File: src/rtl/base_r_pkg.sv
// Shared constants, types and block-packing helpers for the BASE-R
// 64b/66b transmit path.
package base_r_pkg;

    localparam logic [1:0] SYNC_DATA = 2'b01;
    localparam logic [1:0] SYNC_CTRL = 2'b10;

    localparam logic [7:0] BT_C  = 8'h1E;
    localparam logic [7:0] BT_S  = 8'h78;
    localparam logic [7:0] BT_T0 = 8'h87;
    localparam logic [7:0] BT_T1 = 8'h99;
    localparam logic [7:0] BT_T2 = 8'hAA;
    localparam logic [7:0] BT_T3 = 8'hB4;
    localparam logic [7:0] BT_T4 = 8'hCC;
    localparam logic [7:0] BT_T5 = 8'hD2;
    localparam logic [7:0] BT_T6 = 8'hE1;
    localparam logic [7:0] BT_T7 = 8'hFF;

    localparam logic [7:0] MII_IDLE  = 8'h07;
    localparam logic [7:0] MII_ERROR = 8'hFE;
    localparam logic [7:0] MII_START = 8'hFB;
    localparam logic [7:0] MII_TERM  = 8'hFD;

    localparam logic [6:0] CC_IDLE  = 7'h00;
    localparam logic [6:0] CC_ERROR = 7'h1E;

    localparam logic [65:0] IDLE_BLOCK = {56'h0, BT_C, SYNC_CTRL};
    localparam logic [65:0] ERR_BLOCK  = {{8{CC_ERROR}}, BT_C, SYNC_CTRL};

    typedef enum logic [2:0] {
        ST_INIT, ST_C, ST_D, ST_T, ST_E
    } tx_state_e;

    typedef enum logic [2:0] {
        BEAT_C, BEAT_S, BEAT_D, BEAT_T, BEAT_E
    } beat_cls_e;

    typedef struct packed {
        beat_cls_e   cls;
        logic [2:0]  lane;
    } beat_t;

    function automatic logic [7:0] t_type(input logic [2:0] k);
        logic [7:0] t;
        unique case (k)
            3'd0: t = BT_T0;
            3'd1: t = BT_T1;
            3'd2: t = BT_T2;
            3'd3: t = BT_T3;
            3'd4: t = BT_T4;
            3'd5: t = BT_T5;
            3'd6: t = BT_T6;
            3'd7: t = BT_T7;
        endcase
        return t;
    endfunction

    function automatic logic [6:0] ctrl_code(input logic [7:0] ch);
        return (ch == MII_ERROR) ? CC_ERROR : CC_IDLE;
    endfunction

    function automatic logic [55:0] c_payload(input logic [63:0] d);
        logic [55:0] p;
        p = '0;
        for (int i = 0; i < 8; i++)
            p[7*i +: 7] = ctrl_code(d[8*i +: 8]);
        return p;
    endfunction

    // Pad plus earlier data bytes always sum so C(j) lands at bit 7*j.
    function automatic logic [55:0] t_payload(input logic [63:0] d,
                                              input logic [2:0]  k);
        logic [55:0] p;
        p = '0;
        for (int i = 0; i < 7; i++)
            if (3'(i) < k)
                p[8*i +: 8] = d[8*i +: 8];
        for (int j = 1; j < 8; j++)
            if (3'(j) > k)
                p[7*j +: 7] = ctrl_code(d[8*j +: 8]);
        return p;
    endfunction

endpackage

File: src/rtl/base_r_tx_classifier.sv
// Combinational MII beat classifier: C / S / D / T_k / E plus the
// terminate lane.
module base_r_tx_classifier
    import base_r_pkg::*;
(
    input  logic [63:0] tx_data,
    input  logic [7:0]  tx_ctrl,
    output beat_t       beat
);

    logic [7:0] is_ic;
    logic [7:0] t_hit;
    logic [2:0] lane;

    for (genvar k = 0; k < 8; k++) begin : g_lane
        localparam logic [7:0] CMASK = 8'hFF << k;
        localparam logic [7:0] LOW   = ~CMASK | (8'h01 << k);

        assign is_ic[k] = (tx_data[8*k +: 8] == MII_IDLE) ||
                          (tx_data[8*k +: 8] == MII_ERROR);
        assign t_hit[k] = (tx_ctrl == CMASK) &&
                          (tx_data[8*k +: 8] == MII_TERM) &&
                          (&(is_ic | LOW));
    end

    always_comb begin
        lane = 3'd0;
        for (int k = 0; k < 8; k++)
            if (t_hit[k])
                lane = 3'(k);
    end

    always_comb begin
        beat.lane = lane;
        beat.cls  = BEAT_E;
        unique case (1'b1)
            (tx_ctrl == 8'hFF) && (&is_ic):
                beat.cls = BEAT_C;
            (tx_ctrl == 8'h01) && (tx_data[7:0] == MII_START):
                beat.cls = BEAT_S;
            (tx_ctrl == 8'h00):
                beat.cls = BEAT_D;
            (|t_hit):
                beat.cls = BEAT_T;
            default:
                beat.cls = BEAT_E;
        endcase
    end

endmodule

File: src/rtl/base_r_tx_encoder.sv
// BASE-R 64b/66b transmit encoder with registered block output.
// Define BASE_R_ENC_ERR_CNT_EN to build the saturating error counter.
module base_r_tx_encoder
    import base_r_pkg::*;
#(
    parameter int DATA_WIDTH  = 64,
    parameter int CTRL_WIDTH  = DATA_WIDTH/8,
    parameter int BLOCK_WIDTH = DATA_WIDTH+2
) (
    input  logic                   clk,
    input  logic                   i_rst,
    input  logic                   i_valid,
    input  logic [DATA_WIDTH-1:0]  i_tx_data,
    input  logic [CTRL_WIDTH-1:0]  i_tx_ctrl,
    output logic                   o_valid,
    output logic [BLOCK_WIDTH-1:0] o_tx_block,
    output logic [15:0]            o_err_count
);

    beat_t            beat;
    beat_cls_e        emit;
    tx_state_e        state_q;
    tx_state_e        state_d;
    logic [65:0]      blk_d;

    base_r_tx_classifier u_cls (
        .tx_data (i_tx_data),
        .tx_ctrl (i_tx_ctrl),
        .beat    (beat)
    );

    always_comb begin
        state_d = ST_E;
        emit    = BEAT_E;
        unique case (state_q)
            ST_D: begin
                if (beat.cls == BEAT_D) begin
                    state_d = ST_D;
                    emit    = BEAT_D;
                end else if (beat.cls == BEAT_T) begin
                    state_d = ST_T;
                    emit    = BEAT_T;
                end
            end
            ST_E: begin
                unique case (beat.cls)
                    BEAT_C:  begin state_d = ST_C; emit = BEAT_C; end
                    BEAT_D:  begin state_d = ST_D; emit = BEAT_D; end
                    BEAT_T:  begin state_d = ST_T; emit = BEAT_T; end
                    default: begin state_d = ST_E; emit = BEAT_E; end
                endcase
            end
            default: begin
                if (beat.cls == BEAT_C) begin
                    state_d = ST_C;
                    emit    = BEAT_C;
                end else if (beat.cls == BEAT_S) begin
                    state_d = ST_D;
                    emit    = BEAT_S;
                end
            end
        endcase
    end

    always_comb begin
        blk_d = ERR_BLOCK;
        unique case (emit)
            BEAT_D: blk_d = {i_tx_data, SYNC_DATA};
            BEAT_C: blk_d = {c_payload(i_tx_data), BT_C, SYNC_CTRL};
            BEAT_S: blk_d = {i_tx_data[63:8], BT_S, SYNC_CTRL};
            BEAT_T: blk_d = {t_payload(i_tx_data, beat.lane),
                             t_type(beat.lane), SYNC_CTRL};
            default: blk_d = ERR_BLOCK;
        endcase
    end

    always_ff @(posedge clk or posedge i_rst) begin
        if (i_rst) begin
            state_q    <= ST_INIT;
            o_valid    <= 1'b0;
            o_tx_block <= IDLE_BLOCK;
        end else begin
            o_valid <= i_valid;
            if (i_valid) begin
                state_q    <= state_d;
                o_tx_block <= blk_d;
            end
        end
    end

`ifdef BASE_R_ENC_ERR_CNT_EN
    logic [15:0] err_cnt;

    always_ff @(posedge clk or posedge i_rst) begin
        if (i_rst)
            err_cnt <= 16'd0;
        else if (i_valid && emit == BEAT_E && err_cnt != 16'hFFFF)
            err_cnt <= err_cnt + 16'd1;
    end

    assign o_err_count = err_cnt;
`else
    assign o_err_count = 16'd0;
`endif

endmodule
File: config.mk
export PLATFORM = sky130hd
export DESIGN_NAME = base_r_tx_encoder
export DESIGN_NICKNAME = d
export VERILOG_FILES = /design/src/rtl/base_r_pkg.sv /design/src/rtl/base_r_tx_classifier.sv /design/src/rtl/base_r_tx_encoder.sv
export SDC_FILE = /design/constraint.sdc
export NUM_CORES = 1
export LEC_CHECK = 0
export CAP_MARGIN = 15
export CORE_ASPECT_RATIO = 0.8
export CORE_MARGIN = 5
export CORE_UTILIZATION = 45
export DETAILED_ROUTE_END_ITERATION = 16
export GPL_TIMING_DRIVEN = 0
export PLACE_DENSITY = 0.79
export SKIP_LAST_GASP = 1
export SLEW_MARGIN = 5
export SYNTH_ARGS = -nofsm -noshare
export SYNTH_HDL_FRONTEND = slang
export SYNTH_HIERARCHICAL = 1
export SYNTH_SLANG_ARGS = --single-unit
File: constraint.sdc
create_clock -name clk -period 5.6 [get_ports clk]
set_clock_uncertainty 0.15 [all_clocks]
set_input_delay 1.12 -clock clk [delete_from_list [all_inputs] [get_ports clk]]
set_output_delay 1.12 -clock clk [all_outputs]
set_load 0.005 [all_outputs]
==> flow_summary_export.csv <==
group,metric,value,unit
pwr,comb_power_share,0.115,
timing,setup_viol,0,
floorplanning,die_y,102,um
finish,syn_to_final_growth,41.3,%
grt,use_met1,0.394,
timing,setup_tns,0,ns
pwr,pwr-share-clk,0.500,
critical_path,critPathRequiredTime,5.70,ns
drt,via_per_inst,6.19,
drt,antenna_left,0,
critical_path,crit_arrival,5.44,ns
logic_synthesis,ys_ff_latch,70,
timing,finalCritPeriodShare,0.953,
grt,gr-usage-met2,0.432,
floorplanning,initial_core_util,0.464,
grt,gr-usage-met3,0.0805,
logic_synthesis,synth.yosys.warnings,6,
timing,fin_crit,5.34,ns
grt,antenna_found_initial,0,
critical_path,cp-end-kind,"flip-flop",
logic_synthesis,synth_edf_count,0,
timing,final-hold-violation-count,0,
finish,final_cell_mix,"clkdlybuf4s50_1, dfrtp_1, nor2_1",
clock_network,insertion_delay,0.34,ns
placement,place_ws,-0.116,ns
logic_synthesis,yosys_most_used_dff,"dfrtp_1",
placement,gp_congestion,0.933,
logic_synthesis,synth_compound_area_frac,0.258,
logic_synthesis,yosysTopAreaCell,"dfrtp_1",
pwr,p_int,1.01,mW
hold_path,min_path_cells,2,
timing,slew_viol_final,0,
grt,grt_max_degree,71,
critical_path,reg2reg_depth,7,
floorplanning,die_w,125,um
placement,dpl.hpwl,14200,um
logic_synthesis,syn_inst,539,
clock_network,cts_sinks,70,
floorplanning,io_pins,158,
drt,drc,0,
logic_synthesis,synth_mux_area_frac,0.0131,
clock_network,clk_pin_slew,0.06,ns
critical_path,r2r_slack,2.84,ns
logic_synthesis,synth-seq-area-share,0.367,
logic_synthesis,synthTopCellsByArea,"dfrtp_1, nor2_1, nand2_1, a221o_1, dfstp_2",
pwr,power.density,194,mW/mm^2
hold_path,min_path_type,"flip-flop to flip-flop",
logic_synthesis,avgSynthCellArea,8.89,um^2
clock_network,cts_max_level,3,
timing,worstMarginPinSlew,0.930,ns
logic_synthesis,synth_fa_ha_area_frac,0.0209,
logic_synthesis,synth_xor_area_frac,0.00366,
grt,grt_pass1_vias,5321,
pwr,pwr-share-seq,0.385,
logic_synthesis,synthSimpleGateAreaFrac,0.274,
drt,first_pass_iters,5,
logic_synthesis,netlist_area,0.00479,mm^2
grt,grt_pass1_wl,28900,um
critical_path,r2r-start,"state_q[0]",
timing,fin_ws,0.263,ns
finish,layout-drive-gt1-share,0.0844,
pwr,p_sw,308,uW
clock_network,cts_tree,"yes",
pwr,power.leakage,2.49,nW
drt,num_vias,5269,
clock_network,numCtsBuffers,9,
critical_path,critPathMaxFanout,10,
logic_synthesis,synth_top_family_by_area,"simple AND/OR/NAND/NOR gates",
critical_path,path_class,"input pin to flip-flop",
placement,io_buffer_count,141,
hold_path,hp-start,"o_tx_block[3]",
pwr,irDropWorstVdd,0.139,mV
critical_path,timing.rr.end,"o_tx_block[42]",
finish,nets,789,
floorplanning,dieArea,0.0128,mm^2
clock_network,cts_buffer_depth,2,
timing,maxSlewHeadroom,0.378,
logic_synthesis,synth.distinct_cells,70,
logic_synthesis,postSynth.asyncResetShare,1.00,
finish,num_antenna_cells,0,
clock_network,cts_hold_buf,0,
drt,routedWlPerCell,21.8,um
floorplanning,core_area,0.0103,mm^2
logic_synthesis,synth_top_area_share,0.339,
timing,max_freq,187,MHz
grt,grt_use_total,0.287,
outcome,outcome,"finished clean",
job,drv_cap,0,
grt,grt_busiest_layer,"met2",
timing,rsz0062_at_grt,"no",
hold_path,min_to,"o_tx_block[3]",
floorplanning,row_count,33,
clock_network,cts_root_buf,"clkbuf_16",
drt,routed_wl,18600,um
grt,grt.overflow.total,0,
finish,final_common_cell,"clkdlybuf4s50_1",
pwr,switching_share,0.234,
critical_path,crit_path_start_kind,"input pin",
drt,drt_iter0_markers,512,
==> critical path, cell delays in order <==
cell             delay [ns]
clkdlybuf4s50_1        0.63
or4b_1                 0.48
nor3_1                 0.22
o211ai_1               0.15
o41ai_2                0.51
or4_1                  0.22
buf_2                  0.26
nor4b_1                0.33
o32a_1                 0.38
or2_2                  0.16
clkbuf_1               0.55
a21oi_1                0.21
a31oi_1                0.21
==> synth_stat cells, types with 4 or more instances <==
master,count
a21o_1,4
a21oi_1,23
a221o_1,14
a221oi_1,5
a22o_1,12
a22oi_1,10
a31oi_1,14
a32oi_1,6
and2_1,12
and3_1,12
buf_4,17
clkbuf_1,17
dfrtp_1,65
dfstp_2,5
ha_1,8
inv_1,16
mux2i_1,4
nand2_1,45
nand2b_1,5
nand3_1,21
nand3b_1,4
nand4_1,11
nand4b_1,11
nor2_1,49
nor2b_1,14
nor3_1,10
nor4_1,6
nor4b_1,7
o211ai_1,6
o21ai_0,22
o22a_1,12
o2bb2ai_1,7
o311ai_0,4
or3_1,6
or4_1,4
==> how the worst max path moves through the flow <==
stage,from,end,slack (ns),cells after the start
2_1_floorplan,i_tx_ctrl[0],o_tx_block[18],1.34,11
3_3_place_gp,i_tx_ctrl[0],o_tx_block[20],-0.09,12
3_5_place_dp,i_tx_ctrl[0],o_tx_block[18],-0.12,12
4_1_cts,i_tx_ctrl[0],o_tx_block[21],0.16,12
5_1_grt,i_tx_data[48],o_tx_block[42],0.06,14
6_report,i_tx_data[40],o_tx_block[42],0.26,13
==> registers in the layout (all words and copies together) (netlist names) <==
name,cells
o_valid,1
state_q,3
o_tx_block,66
==> what timing repair did <==
action | in CTS | in global routing
resized for setup | 0 | 1
setup buffers | 0 | 0
setup endpoints to repair | 0 | 4
endpoints found under the hold margin | 0 | 0
==> power groups by stage <==
stage | sequential [mW] | clock, mW | combinational (mW)
after CTS | 0.507 | 0.668 | 0.148
after detailed placement | 0.516 | 0 | 0.147
after global routing | 0.506 | 0.688 | 0.161
after global placement | 0.516 | 0 | 0.145
final | 0.507 | 0.658 | 0.151
after floorplan | 0.516 | 0 | 0.0451
==> kinds of logic (layout without fill, tap and decap cells) <==
| kind of cell | count (synthesis) | after routing |
|---|---|---|
| fa+ha+maj | 8 | 8 |
| buf+inv | 56 | 213 |
| flops | 70 | 70 |
| compound gates | 161 | 161 |
| mux | 6 | 6 |
| simple gates | 235 | 235 |
| xor+xnor | 2 | 2 |
| other cells | 1 | 16 |
==> layout make-up <==
class,count,area [um^2]
inverter,16,62.6
sequential,70,1760
multi-input combinational,428,2790
clock inverter,4,95.1
fill,866,3550
tap,140,175
buffer,40,239
timing repair buffer,141,1410
clock buffer,12,236
==> metal layers <==
layer | wire (um) | part of all wire
met2 | 7960 | 0.43
met3 | 1830 | 0.098
met1 | 8270 | 0.44
met4 | 523 | 0.028
met5 | 0 | 0
==> metrics by stage <==
| stage | area (um^2) | power [mW] | hold slack [ns] | cells | util |
|---|---|---|---|---|---|
| finish | 6770 | 1.32 | 0.340 | 851 | 0.656 |
| global route | 6770 | 1.36 | 0.356 | 851 | 0.656 |
| CTS | 6770 | 1.32 | 0.340 | 851 | 0.656 |
| detailed placement | 6440 | 0.662 | 0.322 | 835 | 0.624 |
| global placement | 6430 | 0.661 | 0.307 | 835 | 0.623 |
| floorplan | 4850 | 0.561 | 0.315 | 554 | - |
(Power assumes the default switching activity.)
